[src/rtl/ioctl_rom_loader.sv]
// Purpose: packs the hps_io ioctl byte stream into BYTES-wide SDRAM words and captures DIP switch bytes.
// Latency: one SDRAM request per word; the request toggles two edges after the byte that completes the word.
// Backpressure: ioctl_wait is held from word completion until the toggle ack returns; a one-byte skid absorbs late bytes.
//
// Ports:
//   clk_sys, reset         system clock, synchronous active-high reset
//   ioctl_download/index/wr/addr/dout   hps_io download byte stream
//   ioctl_wait             stall request back to hps_io
//   sdr_addr/din/be        word address, packed word and byte enables of the current request
//   sdr_req / sdr_ack      toggle handshake; done when sdr_ack == sdr_req
//   dip_sw                 DIP byte registers, register k at bits [8k+7:8k]
//   load_err               sticky: a byte was dropped because the skid was full
// Optional: define IOCTL_ROM_LOADER_CHECKSUM_EN to add rom_sum / rom_sum_valid.
module ioctl_rom_loader #(
    parameter int BYTES     = 2,
    parameter int ADDR_W    = 24,
    parameter int ROM_INDEX = 0,
    parameter int DIP_INDEX = 254,
    parameter int DIP_BYTES = 8
) (
    input  logic                   clk_sys,
    input  logic                   reset,
    input  logic                   ioctl_download,
    input  logic [7:0]             ioctl_index,
    input  logic                   ioctl_wr,
    input  logic [24:0]            ioctl_addr,
    input  logic [7:0]             ioctl_dout,
    output logic                   ioctl_wait,
    output logic [ADDR_W-1:0]      sdr_addr,
    output logic [8*BYTES-1:0]     sdr_din,
    output logic [BYTES-1:0]       sdr_be,
    output logic                   sdr_req,
    input  logic                   sdr_ack,
    output logic [8*DIP_BYTES-1:0] dip_sw,
    output logic                   load_err
`ifdef IOCTL_ROM_LOADER_CHECKSUM_EN
    ,
    output logic [15:0]            rom_sum,
    output logic                   rom_sum_valid
`endif
);

    localparam int LOG2B = $clog2(BYTES);

    typedef enum logic [1:0] {IDLE, FILL, ISSUE, WAIT_ACK} state_t;

    state_t             state, state_nxt;
    logic [ADDR_W-1:0]  buf_addr;
    logic [8*BYTES-1:0] buf_din;
    logic [BYTES-1:0]   buf_be;
    logic               skid_vld;
    logic [24:0]        skid_addr;
    logic [7:0]         skid_dat;
    // The request toggle survives reset so a request in flight is never re-toggled.
    logic               req_q = 1'b0;
    logic               ack_shadow;
    logic               dl_prev;

    function automatic logic [ADDR_W-1:0] word_of(input logic [24:0] a);
        return ADDR_W'(a >> LOG2B);
    endfunction

    function automatic logic [BYTES-1:0] lane_of(input logic [24:0] a);
        logic [BYTES-1:0] m;
        m = '0;
        for (int k = 0; k < BYTES; k++)
            if ((a & 25'(BYTES - 1)) == 25'(k)) m[k] = 1'b1;
        return m;
    endfunction

    function automatic logic [8*BYTES-1:0] lane_put(input logic [BYTES-1:0] m, input logic [7:0] d,
                                                    input logic [8*BYTES-1:0] old);
        logic [8*BYTES-1:0] r;
        r = old;
        for (int k = 0; k < BYTES; k++)
            if (m[k]) r[8*k +: 8] = d;
        return r;
    endfunction

    logic             rom_wr, dip_wr, same_word, ack_done, dl_rise;
    logic [BYTES-1:0] in_lane;
    state_t           fresh_nxt;

    assign rom_wr    = ioctl_wr && (ioctl_index == 8'(ROM_INDEX));
    assign dip_wr    = ioctl_wr && (ioctl_index == 8'(DIP_INDEX)) && (ioctl_addr < 25'(DIP_BYTES));
    assign in_lane   = lane_of(ioctl_addr);
    assign same_word = (word_of(ioctl_addr) == buf_addr);
    assign dl_rise   = ioctl_download && !dl_prev;
    // The shadow holds the ack level seen before the request, so only a real ack edge completes it.
    assign ack_done  = (state == WAIT_ACK) && (sdr_ack == req_q) && (sdr_ack != ack_shadow);
    // A lone byte is already a full word when BYTES==1, and must go out at once if the download has ended.
    assign fresh_nxt = ((BYTES == 1) || !ioctl_download) ? ISSUE : FILL;

    logic buf_load, skid_load, buf_merge, be_clr, skid_wr, skid_rd, drop;

    always_comb begin
        state_nxt = state;
        buf_load  = 1'b0;
        skid_load = 1'b0;
        buf_merge = 1'b0;
        be_clr    = 1'b0;
        skid_wr   = 1'b0;
        skid_rd   = 1'b0;
        drop      = 1'b0;
        case (state)
            IDLE: begin
                if (rom_wr) begin
                    buf_load  = 1'b1;
                    state_nxt = fresh_nxt;
                end
            end
            FILL: begin
                if (rom_wr && same_word) begin
                    buf_merge = 1'b1;
                    if (((buf_be | in_lane) == {BYTES{1'b1}}) || !ioctl_download) state_nxt = ISSUE;
                end else if (rom_wr) begin
                    // Address jump: flush the partial word, park the new byte.
                    skid_wr   = 1'b1;
                    state_nxt = ISSUE;
                end else if (!ioctl_download) begin
                    state_nxt = ISSUE;
                end
            end
            ISSUE: begin
                state_nxt = WAIT_ACK;
                if (rom_wr) begin
                    drop    = skid_vld;
                    skid_wr = !skid_vld;
                end
            end
            WAIT_ACK: begin
                if (ack_done) begin
                    be_clr = 1'b1;
                    if (skid_vld) begin
                        skid_load = 1'b1;
                        skid_rd   = 1'b1;
                        drop      = rom_wr;
                        state_nxt = fresh_nxt;
                    end else if (rom_wr) begin
                        buf_load  = 1'b1;
                        state_nxt = fresh_nxt;
                    end else begin
                        state_nxt = IDLE;
                    end
                end else if (rom_wr) begin
                    drop    = skid_vld;
                    skid_wr = !skid_vld;
                end
            end
            default: state_nxt = IDLE;
        endcase
    end

    always_ff @(posedge clk_sys) begin
        if (reset) begin
            state      <= IDLE;
            buf_addr   <= '0;
            buf_din    <= '0;
            buf_be     <= '0;
            skid_vld   <= 1'b0;
            skid_addr  <= '0;
            skid_dat   <= '0;
            ack_shadow <= sdr_ack;
            dl_prev    <= 1'b0;
            ioctl_wait <= 1'b0;
            load_err   <= 1'b0;
        end else begin
            state      <= state_nxt;
            dl_prev    <= ioctl_download;
            ioctl_wait <= (state_nxt == ISSUE) || (state_nxt == WAIT_ACK);
            if (state != WAIT_ACK) ack_shadow <= sdr_ack;
            if (state == ISSUE) req_q <= ~req_q;

            if (buf_load) begin
                buf_addr <= word_of(ioctl_addr);
                buf_be   <= in_lane;
                buf_din  <= lane_put(in_lane, ioctl_dout, '0);
            end else if (skid_load) begin
                buf_addr <= word_of(skid_addr);
                buf_be   <= lane_of(skid_addr);
                buf_din  <= lane_put(lane_of(skid_addr), skid_dat, '0);
            end else if (buf_merge) begin
                buf_be   <= buf_be | in_lane;
                buf_din  <= lane_put(in_lane, ioctl_dout, buf_din);
            end else if (be_clr) begin
                buf_be   <= '0;
            end

            if (skid_wr) begin
                skid_vld  <= 1'b1;
                skid_addr <= ioctl_addr;
                skid_dat  <= ioctl_dout;
            end else if (skid_rd) begin
                skid_vld  <= 1'b0;
            end

            if (drop)         load_err <= 1'b1;
            else if (dl_rise) load_err <= 1'b0;
        end
    end

    always_ff @(posedge clk_sys) begin
        if (reset) begin
            dip_sw <= '0;
        end else if (dip_wr) begin
            for (int k = 0; k < DIP_BYTES; k++)
                if (ioctl_addr == 25'(k)) dip_sw[8*k +: 8] <= ioctl_dout;
        end
    end

    assign sdr_addr = buf_addr;
    assign sdr_din  = buf_din;
    assign sdr_be   = buf_be;
    assign sdr_req  = req_q;

`ifdef IOCTL_ROM_LOADER_CHECKSUM_EN
    logic accept;
    assign accept = rom_wr && !drop;

    always_ff @(posedge clk_sys) begin
        if (reset) begin
            rom_sum       <= '0;
            rom_sum_valid <= 1'b0;
        end else begin
            if (dl_rise)     rom_sum <= accept ? {8'h00, ioctl_dout} : 16'h0000;
            else if (accept) rom_sum <= rom_sum + {8'h00, ioctl_dout};
            // Valid once the machine has settled in IDLE after the download ended.
            rom_sum_valid <= !ioctl_download && (state == IDLE);
        end
    end
`endif

endmodule

[config.mk]
export PLATFORM = sky130hd
export DESIGN_NAME = ioctl_rom_loader
export DESIGN_NICKNAME = d
export VERILOG_FILES = /design/src/rtl/ioctl_rom_loader.sv
export SDC_FILE = /design/constraint.sdc
export NUM_CORES = 1
export LEC_CHECK = 0
export ABC_AREA = 0
export CORE_ASPECT_RATIO = 1.75
export CORE_UTILIZATION = 45
export DETAILED_ROUTE_END_ITERATION = 12
export GPL_ROUTABILITY_DRIVEN = 0
export GPL_TIMING_DRIVEN = 0
export PLACE_DENSITY = 0.76
export SLEW_MARGIN = 10
export SYNTH_ARGS = -nofsm -noshare
export SYNTH_HDL_FRONTEND = slang
export SYNTH_SLANG_ARGS = --single-unit
[constraint.sdc]
create_clock -name clk_sys -period 1.96 [get_ports clk_sys]
set_input_delay 0.196 -clock clk_sys [delete_from_list [all_inputs] [get_ports clk_sys]]
set_output_delay 0.196 -clock clk_sys [all_outputs]
set_load 0.005 [all_outputs]
==> results of run 1 <==
==> cells in the final DEF (no fill, tap or decap), drive strengths merged, types with 7 or more instances in the layout <==
master / n
a21oi: 8
a221oi: 16
a311oi: 26
buf: 56
clkbuf: 50
clkdlybuf4s50: 137
dfxtp: 144
dlygate4sd2: 8
dlymetal6s2s: 7
inv: 11
mux2i: 97
nand2: 59
nand2b: 67
nor2: 100
nor2b: 19
nor3: 22
nor4: 10
xor2: 24
==> repair_timing <==
item	in CTS	in global routing
setup endpoints to repair	142	142
gates resized for setup	112	100
hold buffers	0	0
pin swaps	23	38
buffers inserted	22	14
cloned	2	3
==> logic make-up after synthesis <==
family,share of synthesized area
flops,0.439
xor+xnor,0.0314
buf+inv,0.0398
fa+ha+maj,0.00934
simple gates,0.229
mux,0.145
compound gates,0.107
==> layout make-up <==
type	instances	area, um^2	area share
clock buffer	17	425	0.0409
buffer	48	367	0.0352
timing repair buffer	193	2000	0.192
inverter	8	30.0	0.00289
multi-input combinational	505	4180	0.402
antenna	1	2.50	0.000241
sequential	146	2960	0.285
tap	180	225	0.0216
clock inverter	13	209	0.0201
==> report_power, final <==
| group | internal (mW) | leakage (nW) | switching [mW] |
|---|---|---|---|
| registers | 3.00 | 1.19 | 0.0217 |
| logic | 0.302 | 3.04 | 0.459 |
| clock network | 2.25 | 0.310 | 1.34 |
==> final timing paths <==
kind / slack, ns / startpoint / cells past startpoint / to
min reg2reg: 0.47 / skid_addr[3] / 2 / sdr_addr[2]
max: -0.21 / sdr_addr[2] / 8 / sdr_din[11]
max reg2reg: -0.21 / sdr_addr[2] / 8 / sdr_din[11]
min: 0.18 / ioctl_addr[13] / 3 / skid_addr[13]
==> per-layer routing <==
| metal | track usage | vias up | part of all wire |
|---|---|---|---|
| li1 | - | 2889 | - |
| met1 | 0.301 | 3031 | 0.36 |
| met2 | 0.516 | 324 | 0.52 |
| met3 | 0.0615 | 77 | 0.071 |
| met4 | 0.167 | 0 | 0.049 |
| met5 | 0 | - | 0 |
==> worst min-delay path, cell delays in order <==
cell	delay (ns)
dlymetal6s2s_1	0.19
nand2b_1	0.11
mux2i_1	0.06
==> flip-flops by register name (all words and copies together) (netlist names), named ones only <==
name        flops
ack_shadow      1
sdr_din        16
sdr_addr       24
dl_prev         1
dip_sw         64
sdr_req         1
skid_addr      25
load_err        1
skid_vld        1
skid_dat        8
state           1
sdr_be          2
==> flow_metrics.env, run 1 <==
export IMPL_avgSynthCellArea_um2=9.44
export IMPL_drive_above_1_share=0.224
export IMPL_die_area_um2=15400
export IMPL_cts_buffers=17
export IMPL_synth_nets=761
export IMPL_dp_hpwl_mm=14.4
export IMPL_worst_slack_ns=-0.214
export IMPL_wirelength_mm=23.4
export IMPL_max_slew_margin_rel=0.414
export IMPL_synth_seq_cells=146
export IMPL_routed_via_density=5.69
export IMPL_rsz0062_at_grt="true"
export IMPL_cts_root_buffer="clkbuf_16"
export IMPL_synth_area_top_cells="dfxtp_1, mux2i_1, nand2b_1"
export IMPL_skew_ns=0.0109
export IMPL_crit_slowest_cell="nor4_2"
export IMPL_cts_buffer_depth=2
export IMPL_die_y_um=163
export IMPL_nFillCells=943
export IMPL_dr_first_iter_drc_count=414
export IMPL_antenna_found_initial=1
export IMPL_yosysTopAreaCell="dfxtp_1"
export IMPL_final_setup_tns_ns=-8.60
export IMPL_synth_area_um2=6700
export IMPL_wl_per_cell_um=21.1
export IMPL_hold_ws_ns=0.178
export IMPL_fmax_mhz=460
export IMPL_finalPower_mw=7.37
export IMPL_endpoint_kind="flip-flop"
export IMPL_hold_viol_final=0
export IMPL_yosysMostFrequentCell="dfxtp_1"
export IMPL_start_util=0.464
export IMPL_pin_count=155
export IMPL_path_cells="xor2_2 -> nor4_2 -> buf_4 -> and4_4 -> a31oi_4 -> buf_6 -> nor2b_1 -> nor3_1"
export IMPL_slew_violations=0
export IMPL_synth_edf_count=2
export IMPL_port_buffers=152
export IMPL_powerDensity_nw_per_um2=709
export IMPL_arrival_ns=2.49
export IMPL_drt_pass1_iterations=4
export IMPL_postSynthCellCount=710
export IMPL_path_class="reg -> reg"
export IMPL_tritoncts="built"
export IMPL_placed_area_um2=8490
export IMPL_crit_path_max_fanout=6
export IMPL_fin_area_um2=10400
export IMPL_synth_commonest_cells="dfxtp_1, nor2_1, mux2i_1"
export IMPL_rows=58
export IMPL_synthToLayoutAreaGrowth_pct=55.3
export IMPL_synth_async_reset_ratio=0
export IMPL_slowest_delay_ns=0.38
export IMPL_clk_pin_slew_ns=0.07
export IMPL_overflow=0
export IMPL_drc=0
export IMPL_critPathBufInv=2
export IMPL_startpoint_type="flip-flop"
export IMPL_min_period_over_period=1.11
export IMPL_stdcell_count=1111
export IMPL_utilization=0.720
export IMPL_dp_cells=1042
export IMPL_ir_drop_v=0.000581
export IMPL_synth_ff_type="dfxtp_1"
export IMPL_ys_seq_area_frac=0.439
export IMPL_period_needed_ns=2.17
export IMPL_yosys_cell_types_count=57
export IMPL_die_w_um=94.2
export IMPL_grt_max_degree=17
export IMPL_clk_latency_ns=0.43
export IMPL_grt_pass1_wl_mm=33.3
export IMPL_cap_viol_max_count=0
export IMPL_cts_sink_count=146
export IMPL_ant_nets=0
export IMPL_synth_warnings=0
export IMPL_worst_pin_slew_ns=0.879
export IMPL_pre_cts_slack_ns=-1.00
export IMPL_grt_total_usage=0.287
export IMPL_vias=6321
export IMPL_hold_class="in -> reg"
export IMPL_core_area_um2=14400
export IMPL_yosys_area_top_type_share=0.430
export IMPL_finalSetupViolCount=60
export IMPL_p_leak_nw=4.53
export IMPL_violations="setup timing"
export IMPL_nets=970
export IMPL_crit_family="simple AND/OR/NAND/NOR gates"
export IMPL_h_tree_depth=4
export IMPL_status="finished with violations"
export IMPL_crit_required_ns=2.28
export IMPL_first_global_vias=6287
Power figures use the tool's default switching activity.
==> run 2: changes to the inputs <==
ABC_CLOCK_PERIOD_IN_PS = 2200   (was not set)
CORE_UTILIZATION = 50   (was 45)
PLACE_DENSITY = 0.8   (was 0.76)
clock period = 2.2 ns   (was 1.96 ns; I/O delays follow)
==> flow_metrics.env, run 2 (same netlist as run 1, synthesis figures left out) <==
export IMPL_violations="setup timing"
export IMPL_start_util=0.515
export IMPL_tritoncts="built"
export IMPL_mostFrequentLayoutCell="clkdlybuf4s50_1"
export IMPL_dr_first_iter_drc_count=366
export IMPL_cts_sink_count=146
export IMPL_startpoint_type="input port"
export IMPL_worst_pin_slew_ns=0.818
export IMPL_ant_nets=0
export IMPL_pin_count=155
export IMPL_synthToLayoutAreaGrowth_pct=42.3
export IMPL_antenna_found_initial=0
export IMPL_dp_hpwl_mm=15.2
export IMPL_endpoint_kind="flip-flop"
export IMPL_first_global_vias=6407
export IMPL_powerDensity_nw_per_um2=664
export IMPL_drt_pass1_iterations=6
export IMPL_arrival_ns=2.51
export IMPL_rsz0062_at_grt="true"
export IMPL_finalSetupViolCount=1
export IMPL_nFillCells=865
export IMPL_grt_pass1_wl_mm=32.9
export IMPL_h_tree_depth=4
export IMPL_hold_buffers=0
export IMPL_dp_cells=1033
export IMPL_pre_cts_slack_ns=-0.769
export IMPL_path_cells="clkdlybuf4s50_1 -> nor4_1 -> nand4b_1 -> nor3_1 -> nand2_2 -> mux2i_1 -> nor2_1"
export IMPL_drc=0
export IMPL_period_needed_ns=2.21
export IMPL_overflow=0
export IMPL_crit_slowest_cell="clkdlybuf4s50_1"
export IMPL_die_w_um=89.5
export IMPL_critPathBufInv=1
export IMPL_largest_reg_flops=64
export IMPL_hold_class="in -> reg"
export IMPL_regMostFlops="dip_sw"
export IMPL_hold_viol_final=0
export IMPL_rows=55
export IMPL_hold_ws_ns=0.204
export IMPL_n_antenna_cell=0
export IMPL_cap_viol_max_count=0
export IMPL_crit_family="simple AND/OR/NAND/NOR gates"
export IMPL_nets=946
export IMPL_min_period_over_period=1.01
export IMPL_routed_via_density=5.74
export IMPL_clk_pin_slew_ns=0.06
export IMPL_drive_above_1_share=0.139
export IMPL_grt_total_usage=0.316
export IMPL_final_cell_mix="clkdlybuf4s50_1, dfxtp_1, nor2_1, mux2i_1, nand2b_1"
export IMPL_ir_drop_v=0.000719
export IMPL_utilization=0.733
export IMPL_fin_area_um2=9530
export IMPL_fmax_mhz=452
export IMPL_die_y_um=155
export IMPL_vias=6198
export IMPL_skew_ns=0.00926
export IMPL_cts_buffers=17
export IMPL_max_slew_margin_rel=0.455
export IMPL_core_area_um2=13000
export IMPL_stdcell_count=1079
export IMPL_crit_path_max_fanout=8
export IMPL_slew_violations=0
export IMPL_wl_per_cell_um=20.2
export IMPL_crit_required_ns=2.49
export IMPL_path_class="in -> reg"
export IMPL_slowest_delay_ns=0.57
export IMPL_grt_max_degree=17
export IMPL_cts_root_buffer="clkbuf_16"
export IMPL_status="finished with violations"
export IMPL_wirelength_mm=21.8
export IMPL_placed_area_um2=8430
export IMPL_port_buffers=152
export IMPL_p_leak_nw=4.08
export IMPL_clk_latency_ns=0.43
export IMPL_cts_buffer_depth=2
export IMPL_die_area_um2=13900
export IMPL_worst_slack_ns=-0.0139
-- run 2: cell types whose count changed in the layout (fill, tap and decap cells not counted), moves of 7 or more --
cell and change:
a311oi_1 +9, a311oi_2 -9, buf_4 -15, buf_6 -9
clkbuf_2 +7, clkdlybuf4s50_1 +14, dfxtp_1 +9, dfxtp_2 -9
dlygate4sd2_1 -8, nor2_1 +11, nor2_2 -8
-- run 2: final cells by class --
type                    count  area (um^2)  area share
plain buffers              50          285      0.0299
clock buffers              17          425      0.0446
clock inverters            15          189      0.0198
inverters                   8         30.0     0.00315
multi-input cells         505         3750       0.393
flip-flops and latches    146         2950       0.310
well taps                 171          214      0.0224
repair buffers            167         1690       0.177
-- run 2: report_power, final --
group | switching [mW] | internal [mW] | leakage, nW | total, mW
Combinational | 0.358 | 0.239 | 2.60 | 0.597
Sequential | 0.0287 | 2.67 | 1.18 | 2.70
Clock | 1.30 | 1.73 | 0.296 | 3.03
-- run 2: routing by layer --
layer  part of all wire  vias up  track usage
met5                  0        -            0
met4              0.044        0        0.156
met3              0.087       77        0.101
met2               0.53      332        0.566
met1               0.34     2951        0.321
li1                   -     2838            -
-- run 2: path summary, 6_finish.rpt --
path	startpoint	depth (start not counted)	end	slack (ns)
max reg2reg	flip-flop	9	sdr_din[1]	0.02
max	ioctl_addr[6]	7	dip_sw[57]	-0.01
min	ioctl_addr[2]	3	skid_addr[2]	0.20
min reg2reg	skid_addr[3]	2	skid_addr[3]	0.48
-- run 2: repair_timing --
action,4_1_cts,5_1_grt
gates resized for setup,27,47
setup endpoints to repair,106,131
setup buffers,8,7
pin swaps,2,9
cloned,0,1
-- run 2: tightest hold or removal path: stages --
cell and delay [ns]:
buf_2 0.18, nand2b_1 0.10, mux2i_1 0.07
-- run 2: metrics by stage --
step / TNS [ns] / power [mW]
after floorplan: 0 / 3.03
after global placement: -58.68 / 3.26
after detailed placement: -63.60 / 3.27
after CTS: -0.0822 / 6.29
after global routing: -4.77 / 6.50
final: -0.0139 / 6.33
==> run 3: changes to the inputs <==
PLACE_DENSITY = not set   (was 0.8)
PLACE_DENSITY_LB_ADDON = 0.25   (was not set)
==> flow_metrics.env, run 3 (same netlist as run 1, synthesis figures left out) <==
export IMPL_first_global_vias=6182
export IMPL_hold_class="in -> reg"
export IMPL_pin_count=155
export IMPL_status="finished with violations"
export IMPL_h_tree_depth=4
export IMPL_synthToLayoutAreaGrowth_pct=42.5
export IMPL_vias=6122
export IMPL_worstHoldStart="ioctl_addr[2]"
export IMPL_dr_first_iter_drc_count=487
export IMPL_crit_required_ns=2.54
export IMPL_holdPathStages=3
export IMPL_path_cells="clkdlybuf4s50_1 -> xor2_1 -> nor4_1 -> nand4_1 -> nor2_1 -> o31a_1 -> buf_6 -> buf_12 -> mux2i_1"
export IMPL_arrival_ns=2.55
export IMPL_cap_viol_max_count=0
export IMPL_wl_per_cell_um=19.5
export IMPL_ant_nets=0
export IMPL_fmax_mhz=451
export IMPL_startpoint_type="input port"
export IMPL_crit_family="buffers and inverters"
export IMPL_antenna_found_initial=0
export IMPL_endpoint_kind="flip-flop"
export IMPL_worst_pin_slew_ns=0.798
export IMPL_routed_via_density=5.67
export IMPL_die_w_um=89.5
export IMPL_path_class="in -> reg"
export IMPL_p_leak_nw=4.11
export IMPL_largest_reg_flops=64
export IMPL_powerDensity_nw_per_um2=653
export IMPL_r2r_setup_slack_ns=0
export IMPL_n_antenna_cell=0
export IMPL_skew_ns=0.00819
export IMPL_regMostFlops="dip_sw"
export IMPL_die_area_um2=13900
export IMPL_mostFrequentLayoutCell="clkdlybuf4s50_1"
export IMPL_core_area_um2=13000
export IMPL_min_period_over_period=1.01
export IMPL_placed_area_um2=8430
export IMPL_tritoncts="built"
export IMPL_dp_cells=1033
export IMPL_overflow=0
export IMPL_start_util=0.515
export IMPL_grt_pass1_wl_mm=31.9
export IMPL_slowest_delay_ns=0.56
export IMPL_cts_sink_count=146
export IMPL_die_y_um=155
export IMPL_grt_total_usage=0.307
export IMPL_crit_slowest_cell="clkdlybuf4s50_1"
export IMPL_fin_area_um2=9550
export IMPL_dp_hpwl_mm=15.0
export IMPL_rr_startpoint="sdr_req"
export IMPL_cts_buffers=17
export IMPL_r2r_end="sdr_din[11]"
export IMPL_clk_latency_ns=0.43
export IMPL_drt_pass1_iterations=7
export IMPL_finalSetupViolCount=1
export IMPL_rr_worst_depth=8
export IMPL_ir_drop_v=0.000568
export IMPL_port_buffers=152
export IMPL_nets=946
export IMPL_cts_buffer_depth=2
export IMPL_final_setup_tns_ns=-0.0157
export IMPL_final_cell_mix="clkdlybuf4s50_1, dfxtp_1, nor2_1, mux2i_1, nand2b_1"
export IMPL_grt_max_degree=17
export IMPL_period_needed_ns=2.22
export IMPL_drc=0
export IMPL_worst_slack_ns=-0.0157
export IMPL_hold_viol_final=0
export IMPL_cp_depth=9
export IMPL_cts_root_buffer="clkbuf_16"
export IMPL_drive_above_1_share=0.146
export IMPL_crit_path_max_fanout=10
export IMPL_clk_pin_slew_ns=0.06
export IMPL_critPathBufInv=3
export IMPL_stdcell_count=1079
export IMPL_rows=55
export IMPL_rsz0062_at_grt="true"
export IMPL_min_to="skid_addr[2]"
export IMPL_max_slew_margin_rel=0.468
export IMPL_slew_violations=0
export IMPL_violations="setup timing"
export IMPL_wirelength_mm=21.1
[run 3: cell types whose count changed in the layout (fill, tap and decap cells not counted), moves of 3 or more]
cell / delta
nor3_1: -3
inv_6: +3
nor3_2: +3
dfxtp_2: +4
[run 3: routing by layer]
metal / part of all wire / global-route usage / wire length [um] / vias up
li1: - / - / - / 2844
met3: 0.067 / 0.0801 / 1410 / 77
met5: 0 / 0 / 0 / -
met1: 0.36 / 0.317 / 7680 / 2924
met4: 0.039 / 0.158 / 813 / 0
met2: 0.53 / 0.551 / 11200 / 277
[run 3: worst min-delay path, stage by stage]
cell and delay (ns):
buf_2 0.18, nand2b_1 0.09, mux2i_1 0.06
[run 3: how the worst max path moves through the flow]
stage | start | to
after floorplan | flip-flop | sdr_din[13]
after global placement | ioctl_addr[8] | dip_sw[38]
after detailed placement | ioctl_addr[8] | dip_sw[47]
after CTS | ioctl_addr[11] | dip_sw[3]
after global routing | sdr_req | sdr_din[11]
final | ioctl_addr[15] | skid_addr[0]
[run 3: where the power goes]
part	leakage, nW	internal (mW)	switching [mW]	total, mW
Sequential	1.18	2.67	0.0314	2.70
Clock	0.297	1.65	1.28	2.94
Combinational	2.63	0.242	0.352	0.594
[run 3: area by class of cell]
class | instances | area (um^2)
buffer | 50 | 299
clock buffer | 18 | 439
clock inverter | 14 | 156
fill | 882 | 3460
inverter | 8 | 30.0
multi-input combinational | 505 | 3780
sequential | 146 | 2950
tap | 171 | 214
timing repair buffer | 167 | 1680
[run 3: timing repair]
item | CTS | global route
resized for setup | 25 | 63
pin swaps | 2 | 15
buffers inserted | 5 | 11
setup endpoints to repair | 122 | 141
hold buffers | 0 | 0
[run 3: through the flow]
step | hold slack [ns] | utilization | setup WS (ns) | total power [mW]
floorplan | 0.319 | - | 0.0597 | 3.03
global placement | 0.460 | 0.648 | -0.670 | 3.25
detailed placement | 0.466 | 0.648 | -0.739 | 3.27
CTS | 0.161 | 0.707 | -0.0767 | 6.20
global route | 0.201 | 0.734 | -0.0887 | 6.41
finish | 0.182 | 0.734 | -0.0157 | 6.23
